$ cat config.mk
export PLATFORM = sky130hd
export DESIGN_NAME = dmem_arbiter
export DESIGN_NICKNAME = d
export VERILOG_FILES = /design/src/rtl/dmem_arbiter.sv
export SDC_FILE = /design/constraint.sdc
export NUM_CORES = 1
export LEC_CHECK = 0
export CORE_AREA = 2 2 228 230
export DETAILED_ROUTE_END_ITERATION = 8
export DIE_AREA = 0 0 230 232
export GPL_TIMING_DRIVEN = 0
export SLEW_MARGIN = 0
export SYNTH_ARGS = -nofsm -noshare
export SYNTH_HDL_FRONTEND = slang
export SYNTH_SLANG_ARGS = --single-unit
$ cat constraint.sdc
create_clock -name clk -period 5.4 [get_ports clk]
set_clock_uncertainty 0.15 [all_clocks]
set_input_delay 0.81 -clock clk [delete_from_list [all_inputs] [get_ports clk]]
set_output_delay 0.81 -clock clk [all_outputs]
set_load 0.1 [all_outputs]
$ cat src/rtl/dmem_arbiter.sv
// Round-robin two-port arbiter and wait-state access sequencer in front of a
// single-ported data memory; registered read data with a one-cycle acknowledge.
module dmem_arbiter #(
  parameter int unsigned ADDR_W   = 64,
  parameter int unsigned DATA_W   = 64,
  parameter int unsigned WAIT     = 2,
  parameter int unsigned MEM_SIZE = 64
) (
  input  logic              clk,
  input  logic              rst,
  input  logic              req0,
  input  logic              we0,
  input  logic [ADDR_W-1:0] addr0,
  input  logic [DATA_W-1:0] wdata0,
  output logic              ack0,
  output logic [DATA_W-1:0] rdata0,
  output logic              err0,
  input  logic              req1,
  input  logic              we1,
  input  logic [ADDR_W-1:0] addr1,
  input  logic [DATA_W-1:0] wdata1,
  output logic              ack1,
  output logic [DATA_W-1:0] rdata1,
  output logic              err1,
  output logic [ADDR_W-1:0] mem_addr,
  output logic [DATA_W-1:0] mem_wdata,
  output logic              mem_read,
  output logic              mem_write,
  input  logic [DATA_W-1:0] mem_rdata,
  output logic              busy
);

  typedef enum logic [1:0] {IDLE, ACCESS, RESP} state_t;

  localparam logic [3:0] CNT_LAST = 4'(WAIT - 1);

  state_t              state_q, state_d;
  logic [3:0]          cnt_q, cnt_d;
  logic                last_grant_q, last_grant_d;
  logic                port_q, port_d;
  logic                we_q, we_d;
  logic [ADDR_W-1:0]   addr_q, addr_d;
  logic [DATA_W-1:0]   wdata_q, wdata_d;
  logic                err_q, err_d;
  logic [DATA_W-1:0]   rdata0_q, rdata0_d;
  logic [DATA_W-1:0]   rdata1_q, rdata1_d;

  logic                grant1;
  logic                sel_we;
  logic [ADDR_W-1:0]   sel_addr;
  logic [DATA_W-1:0]   sel_wdata;
  logic                last_cycle;

  assign last_cycle = (cnt_q == CNT_LAST);

  always_comb begin
    state_d      = state_q;
    cnt_d        = cnt_q;
    last_grant_d = last_grant_q;
    port_d       = port_q;
    we_d         = we_q;
    addr_d       = addr_q;
    wdata_d      = wdata_q;
    err_d        = err_q;
    rdata0_d     = rdata0_q;
    rdata1_d     = rdata1_q;

    // Under contention port 1 wins only when port 0 was granted last.
    grant1    = req1 && (!req0 || !last_grant_q);
    sel_we    = grant1 ? we1    : we0;
    sel_addr  = grant1 ? addr1  : addr0;
    sel_wdata = grant1 ? wdata1 : wdata0;

    unique case (state_q)
      IDLE: begin
        if (req0 || req1) begin
          port_d       = grant1;
          last_grant_d = grant1;
          we_d         = sel_we;
          addr_d       = sel_addr;
          wdata_d      = sel_wdata;
          cnt_d        = '0;
          err_d        = (sel_addr >= ADDR_W'(MEM_SIZE));
          state_d      = err_d ? RESP : ACCESS;
        end
      end
      ACCESS: begin
        cnt_d = cnt_q + 4'd1;
        if (last_cycle) begin
          cnt_d   = '0;
          state_d = RESP;
          if (!we_q) begin
            if (port_q) rdata1_d = mem_rdata;
            else        rdata0_d = mem_rdata;
          end
        end
      end
      RESP: begin
        state_d = IDLE;
      end
      default: begin
        state_d = IDLE;
      end
    endcase
  end

  always_ff @(posedge clk) begin
    if (rst) begin
      state_q      <= IDLE;
      cnt_q        <= '0;
      last_grant_q <= 1'b1;
      port_q       <= 1'b0;
      we_q         <= 1'b0;
      addr_q       <= '0;
      wdata_q      <= '0;
      err_q        <= 1'b0;
      rdata0_q     <= '0;
      rdata1_q     <= '0;
    end else begin
      state_q      <= state_d;
      cnt_q        <= cnt_d;
      last_grant_q <= last_grant_d;
      port_q       <= port_d;
      we_q         <= we_d;
      addr_q       <= addr_d;
      wdata_q      <= wdata_d;
      err_q        <= err_d;
      rdata0_q     <= rdata0_d;
      rdata1_q     <= rdata1_d;
    end
  end

  assign busy      = (state_q != IDLE);
  assign mem_read  = (state_q == ACCESS) && !we_q;
  assign mem_write = (state_q == ACCESS) && we_q && last_cycle;
  assign mem_addr  = (state_q == ACCESS) ? addr_q  : '0;
  assign mem_wdata = (state_q == ACCESS) ? wdata_q : '0;
  assign ack0      = (state_q == RESP) && !port_q;
  assign ack1      = (state_q == RESP) &&  port_q;
  assign err0      = ack0 && err_q;
  assign err1      = ack1 && err_q;
  assign rdata0    = rdata0_q;
  assign rdata1    = rdata1_q;

endmodule

==> Implementation_results.wiki <==
{| class="wikitable"
! Metric !! Value
|-
| Outcome || complete, no violations
|-
| Hold slack || 0.303 ns
|-
| Max incr delay on CP || 1.22 ns
|-
| First-pass detailed-route iteration total || 5
|-
| Relative contribution of combinational cells to total power || 14.0%
|-
| Syn Inst Count || 1,522
|-
| Summed instance area of the synthesized netlist || 0.0116 mm²
|-
| RD Place Congestion || 0.951
|-
| Clock Root Buffer || sky130_fd_sc_hd__clkbuf_16
|-
| Final net count || 2,470
|-
| H-tree levels || 1
|-
| Maximum capacitance violations || 0
|-
| Synth Register Bits || 266
|-
| CTS resizes || 0
|-
| Fin worst setup slack || 0.471 ns
|-
| Critical hold path startpoint || rdata0[58]$_SDFFE_PP0P_
|-
| Total length of routed met2 wires || 29.4 mm
|-
| Worst slack at placement || 0.797 ns
|-
| Distinct cells, synth || 37
|-
| Post-synth EDFFs || 0
|-
| Number of I/O pins || 589
|-
| Via count of the first global-routing pass || 13,201
|-
| Pin count of the biggest net entering global routing || 15
|-
| Final cell count without fillers || 2,849
|-
| Worst Tran Pin Value || 1.18 ns
|-
| TritonCTS clock tree || built
|-
| Post-synthesis sequential area ratio || 45.9%
|-
| Buffer count from post-CTS setup fixing || 0
|-
| First-pass GRT wire length || 84.9 mm
|-
| Placed cell count || 2,789
|-
| Number of DRC markers in iteration 0 || 794
|-
| Routed len/inst || 20.6 µm
|-
| Total number of vias || 13,383
|-
| Total nets after synthesis || 1,850
|-
| Min-Delay Path Depth || 2
|-
| Share of final-layout standard cells stronger than drive strength 1 || 5.31%
|-
| Power per unit of standard cell area || 258 mW/mm²
|-
| Cell type with the largest total area after synthesis || sky130_fd_sc_hd__dfxtp_1
|-
| Cells along the critical path || and2b_1 -> clkbuf_1 -> clkbuf_1 -> and2_1 -> clkdlybuf4s50_1
|-
| Wire length on met1 || 22.0 mm
|-
| RSZ-0062 raised after global routing || no
|-
| Die Area || 0.0534 mm²
|-
| Proportion of total power due to net switching || 26.1%
|-
| Total of hold buffers inserted after clock tree synthesis || 0
|-
| Capture instance of the worst register-to-register path || rdata1[10]$_SDFFE_PP0P_
|-
| Post-synthesis average cell area || 7.62 µm²
|-
| Initial antenna violation count || 13
|-
| # fillers || 5,225
|-
| DR WL met3 || 5.35 mm
|-
| CTS clock-pin slew for the worst setup and hold paths || 0.06 ns
|-
| Flop2flop setup slack || 2.93 ns
|-
| Final core utilization || 38.1%
|-
| Start-to-end type of the worst setup path || reg2out
|-
| Row count || 83
|-
| Required time reported for the critical path endpoint || 4.44 ns
|-
| Kind of start point of the critical path || flip-flop
|-
| Top layer used by detailed routing || met5
|-
| Hold WC Path Type || reg2reg
|-
| Remaining global-route overflow || 0
|-
| Num CTS Buffers || 31
|-
| Number of synthesis warnings || 0
|-
| Count of pins over their slew limit || 0
|-
| Master of the slowest instance on the critical path || sky130_fd_sc_hd__clkdlybuf4s50_1
|-
| Top flip-flop cell by instance count after synthesis || sky130_fd_sc_hd__dfxtp_1
|-
| Fraction of post-synthesis cell area in the top cell type by area || 45.9%
|-
| Max Fanout on Critical Path || 10
|-
| Die outline width || 230 µm
|-
| Shortest period the worst path allows || 4.93 ns
|-
| Post-route fraction of the period consumed by the critical path || 91.3%
|-
| Final Hold Viols || 0
|-
| Origin of the critical flop-to-flop path || cnt_q[0]$_SDFFE_PP0P_
|-
| Skew-Pair Late Insertion Delay || 0.57 ns
|-
| Number of clock sinks || 266
|-
| Relative contribution of the clock network to total power || 43.6%
|-
| Placed wire-length estimate after detailed placement || 47.3 mm
|-
| CORE AREA || 0.0509 mm²
|-
| Worst-case hold path end point || rdata0[58]$_SDFFE_PP0P_
|-
| Area delta synth->final || 67.1%
|-
| Cell leakage power || 6.96 nW
|-
| DRC violations left || 0
|-
| Total routing usage reported by global routing || 21.0%
|-
| Net switching power || 1.30 mW
|-
| Arrival time reported for the critical path endpoint || 3.97 ns
|-
| Vias per inst || 4.70
|-
| Worst IR Drop VDD || 0.229 mV
|-
| Total of endpoints with negative setup slack in the final report || 0
|-
| Largest buffer count on any clock path || 3
|-
| Power share of the sequential group || 42.4%
|-
| Async S/R FF share, synth || 0%
|-
| Maximum achievable frequency || 203 MHz
|-
| Port Buffers || 587
|-
| Crit. End Element || output pin
|-
| Most common cell on crit path || sky130_fd_sc_hd__clkbuf_1
|-
| Vert. Die Dim || 232 µm
|-
| R2R cell count || 6
|-
| Post-route setup TNS || 0 ns
|-
| Headroom to the max-slew limit || 20.9%
|-
| Total length of routed wires || 58.6 mm
|-
| Cell types occupying the most area after synthesis || sky130_fd_sc_hd__dfxtp_1, sky130_fd_sc_hd__nand2_1, sky130_fd_sc_hd__a311oi_1
|-
| Pint || 3.70 mW
|-
| Initial standard-cell utilization of the core || 22.8%
|-
| Final antenna-violating net count || 0
|}
## synthesized netlist by cell type (7+ instances only)
cell,number
sky130_fd_sc_hd__nand2_1,521
sky130_fd_sc_hd__nor4_1,24
sky130_fd_sc_hd__clkbuf_1,66
sky130_fd_sc_hd__nor3_1,8
sky130_fd_sc_hd__buf_6,19
sky130_fd_sc_hd__nand4_1,7
sky130_fd_sc_hd__buf_2,34
sky130_fd_sc_hd__a311oi_1,130
sky130_fd_sc_hd__buf_1,8
sky130_fd_sc_hd__a21oi_1,131
sky130_fd_sc_hd__and2_1,130
sky130_fd_sc_hd__dfxtp_1,266
sky130_fd_sc_hd__nor2_1,148
## metal layers
metal  vias to the layer above  GRT usage [%]
met4                        14           5.73
met1                      6266           23.6
met5                         -              0
met2                       631           38.3
li1                       6368              -
met3                       104           6.11
## per-stage QoR
step / cell area (µm²) / total power, mW
finish: 19400 / 5.00
global route: 19400 / 5.21
CTS: 19400 / 5.06
detailed placement: 18300 / 2.86
global placement: 18300 / 2.85
floorplan: 11600 / 2.44
## state kept, by name, indices dropped and copies added, names as in the netlist
register and count:
rdata0 64, err_q 1, addr_q 64, cnt_q 4, wdata_q 64, last_grant_q 1
we_q 1, state_q 2, port_q 1, rdata1 64
## critical path: cells and delay by family (launching register included)
kind          cells  cell delay [ns]
buf+inv           3             2.33
simple gates      2             0.61
flops             1             0.45
## final cells by class
type	count	area, µm²	share of cell area, %
Inverter	2	7.51	0.0387
Multi-Input combinational cell	1126	5590	28.9
Sequential cell	266	5330	27.5
Antenna cell	4	10.0	0.0517
Tap cell	680	851	4.39
Buffer	128	669	3.45
Clock buffer	41	893	4.61
Timing Repair Buffer	587	5880	30.3
Clock inverter	15	155	0.801
## power groups by stage
stage / combinational (mW) / clock, mW / sequential (mW)
after floorplan: 0.301 / 0 / 2.14
after global placement: 0.694 / 0 / 2.16
after detailed placement: 0.699 / 0 / 2.16
after CTS: 0.702 / 2.24 / 2.12
after global routing: 0.758 / 2.32 / 2.13
final: 0.701 / 2.18 / 2.12
## worst max path at each step
stage,from,endpoint,cells after the start
global placement,state_q[0]$_SDFFE_PP0P_,mem_addr[61],5
CTS,state_q[0]$_SDFFE_PP0P_,mem_addr[61],5
global route,state_q[0]$_SDFFE_PP0P_,mem_addr[62],5
floorplan,port_q$_SDFFE_PP0P_,err0,3
finish,state_q[0]$_SDFFE_PP0P_,mem_addr[62],5
detailed placement,state_q[0]$_SDFFE_PP0P_,mem_addr[60],5
## cells in the final DEF (no fill, tap or decap), types with 2 or more instances in the layout
cell | Yosys | layout
sky130_fd_sc_hd__a21oi_1 | 131 | 131
sky130_fd_sc_hd__a311oi_1 | 130 | 130
sky130_fd_sc_hd__and2_1 | 130 | 130
sky130_fd_sc_hd__buf_1 | 8 | 8
sky130_fd_sc_hd__buf_2 | 34 | 34
sky130_fd_sc_hd__buf_6 | 19 | 19
sky130_fd_sc_hd__bufinv_16 | 0 | 3
sky130_fd_sc_hd__clkbuf_1 | 66 | 68
sky130_fd_sc_hd__clkbuf_16 | 0 | 31
sky130_fd_sc_hd__clkbuf_8 | 0 | 8
sky130_fd_sc_hd__clkdlybuf4s50_1 | 0 | 587
sky130_fd_sc_hd__clkinv_2 | 0 | 10
sky130_fd_sc_hd__clkinvlp_4 | 0 | 2
sky130_fd_sc_hd__dfxtp_1 | 266 | 266
sky130_fd_sc_hd__diode_2 | 0 | 4
sky130_fd_sc_hd__ha_1 | 2 | 2
sky130_fd_sc_hd__inv_1 | 2 | 2
sky130_fd_sc_hd__nand2_1 | 521 | 521
sky130_fd_sc_hd__nand3_1 | 2 | 2
sky130_fd_sc_hd__nand4_1 | 7 | 7
sky130_fd_sc_hd__nor2_1 | 148 | 148
sky130_fd_sc_hd__nor3_1 | 8 | 8
sky130_fd_sc_hd__nor3b_1 | 2 | 2
sky130_fd_sc_hd__nor4_1 | 24 | 24
sky130_fd_sc_hd__o31a_1 | 2 | 2
sky130_fd_sc_hd__or3_1 | 2 | 2
## cells by family (layout without fill, tap and decap cells)
logic type / Yosys count / in the layout / share of synthesized area (%)
xor+xnor: 1 / 1 / 0.0756
simple gates: 854 / 854 / 31.9
flops: 266 / 266 / 45.9
compound gates: 269 / 269 / 16.1
buf+inv: 130 / 773 / 5.84
other cells: 0 / 4 / 0
fa+ha+maj: 2 / 2 / 0.216
Power figures use the tool's default switching activity.
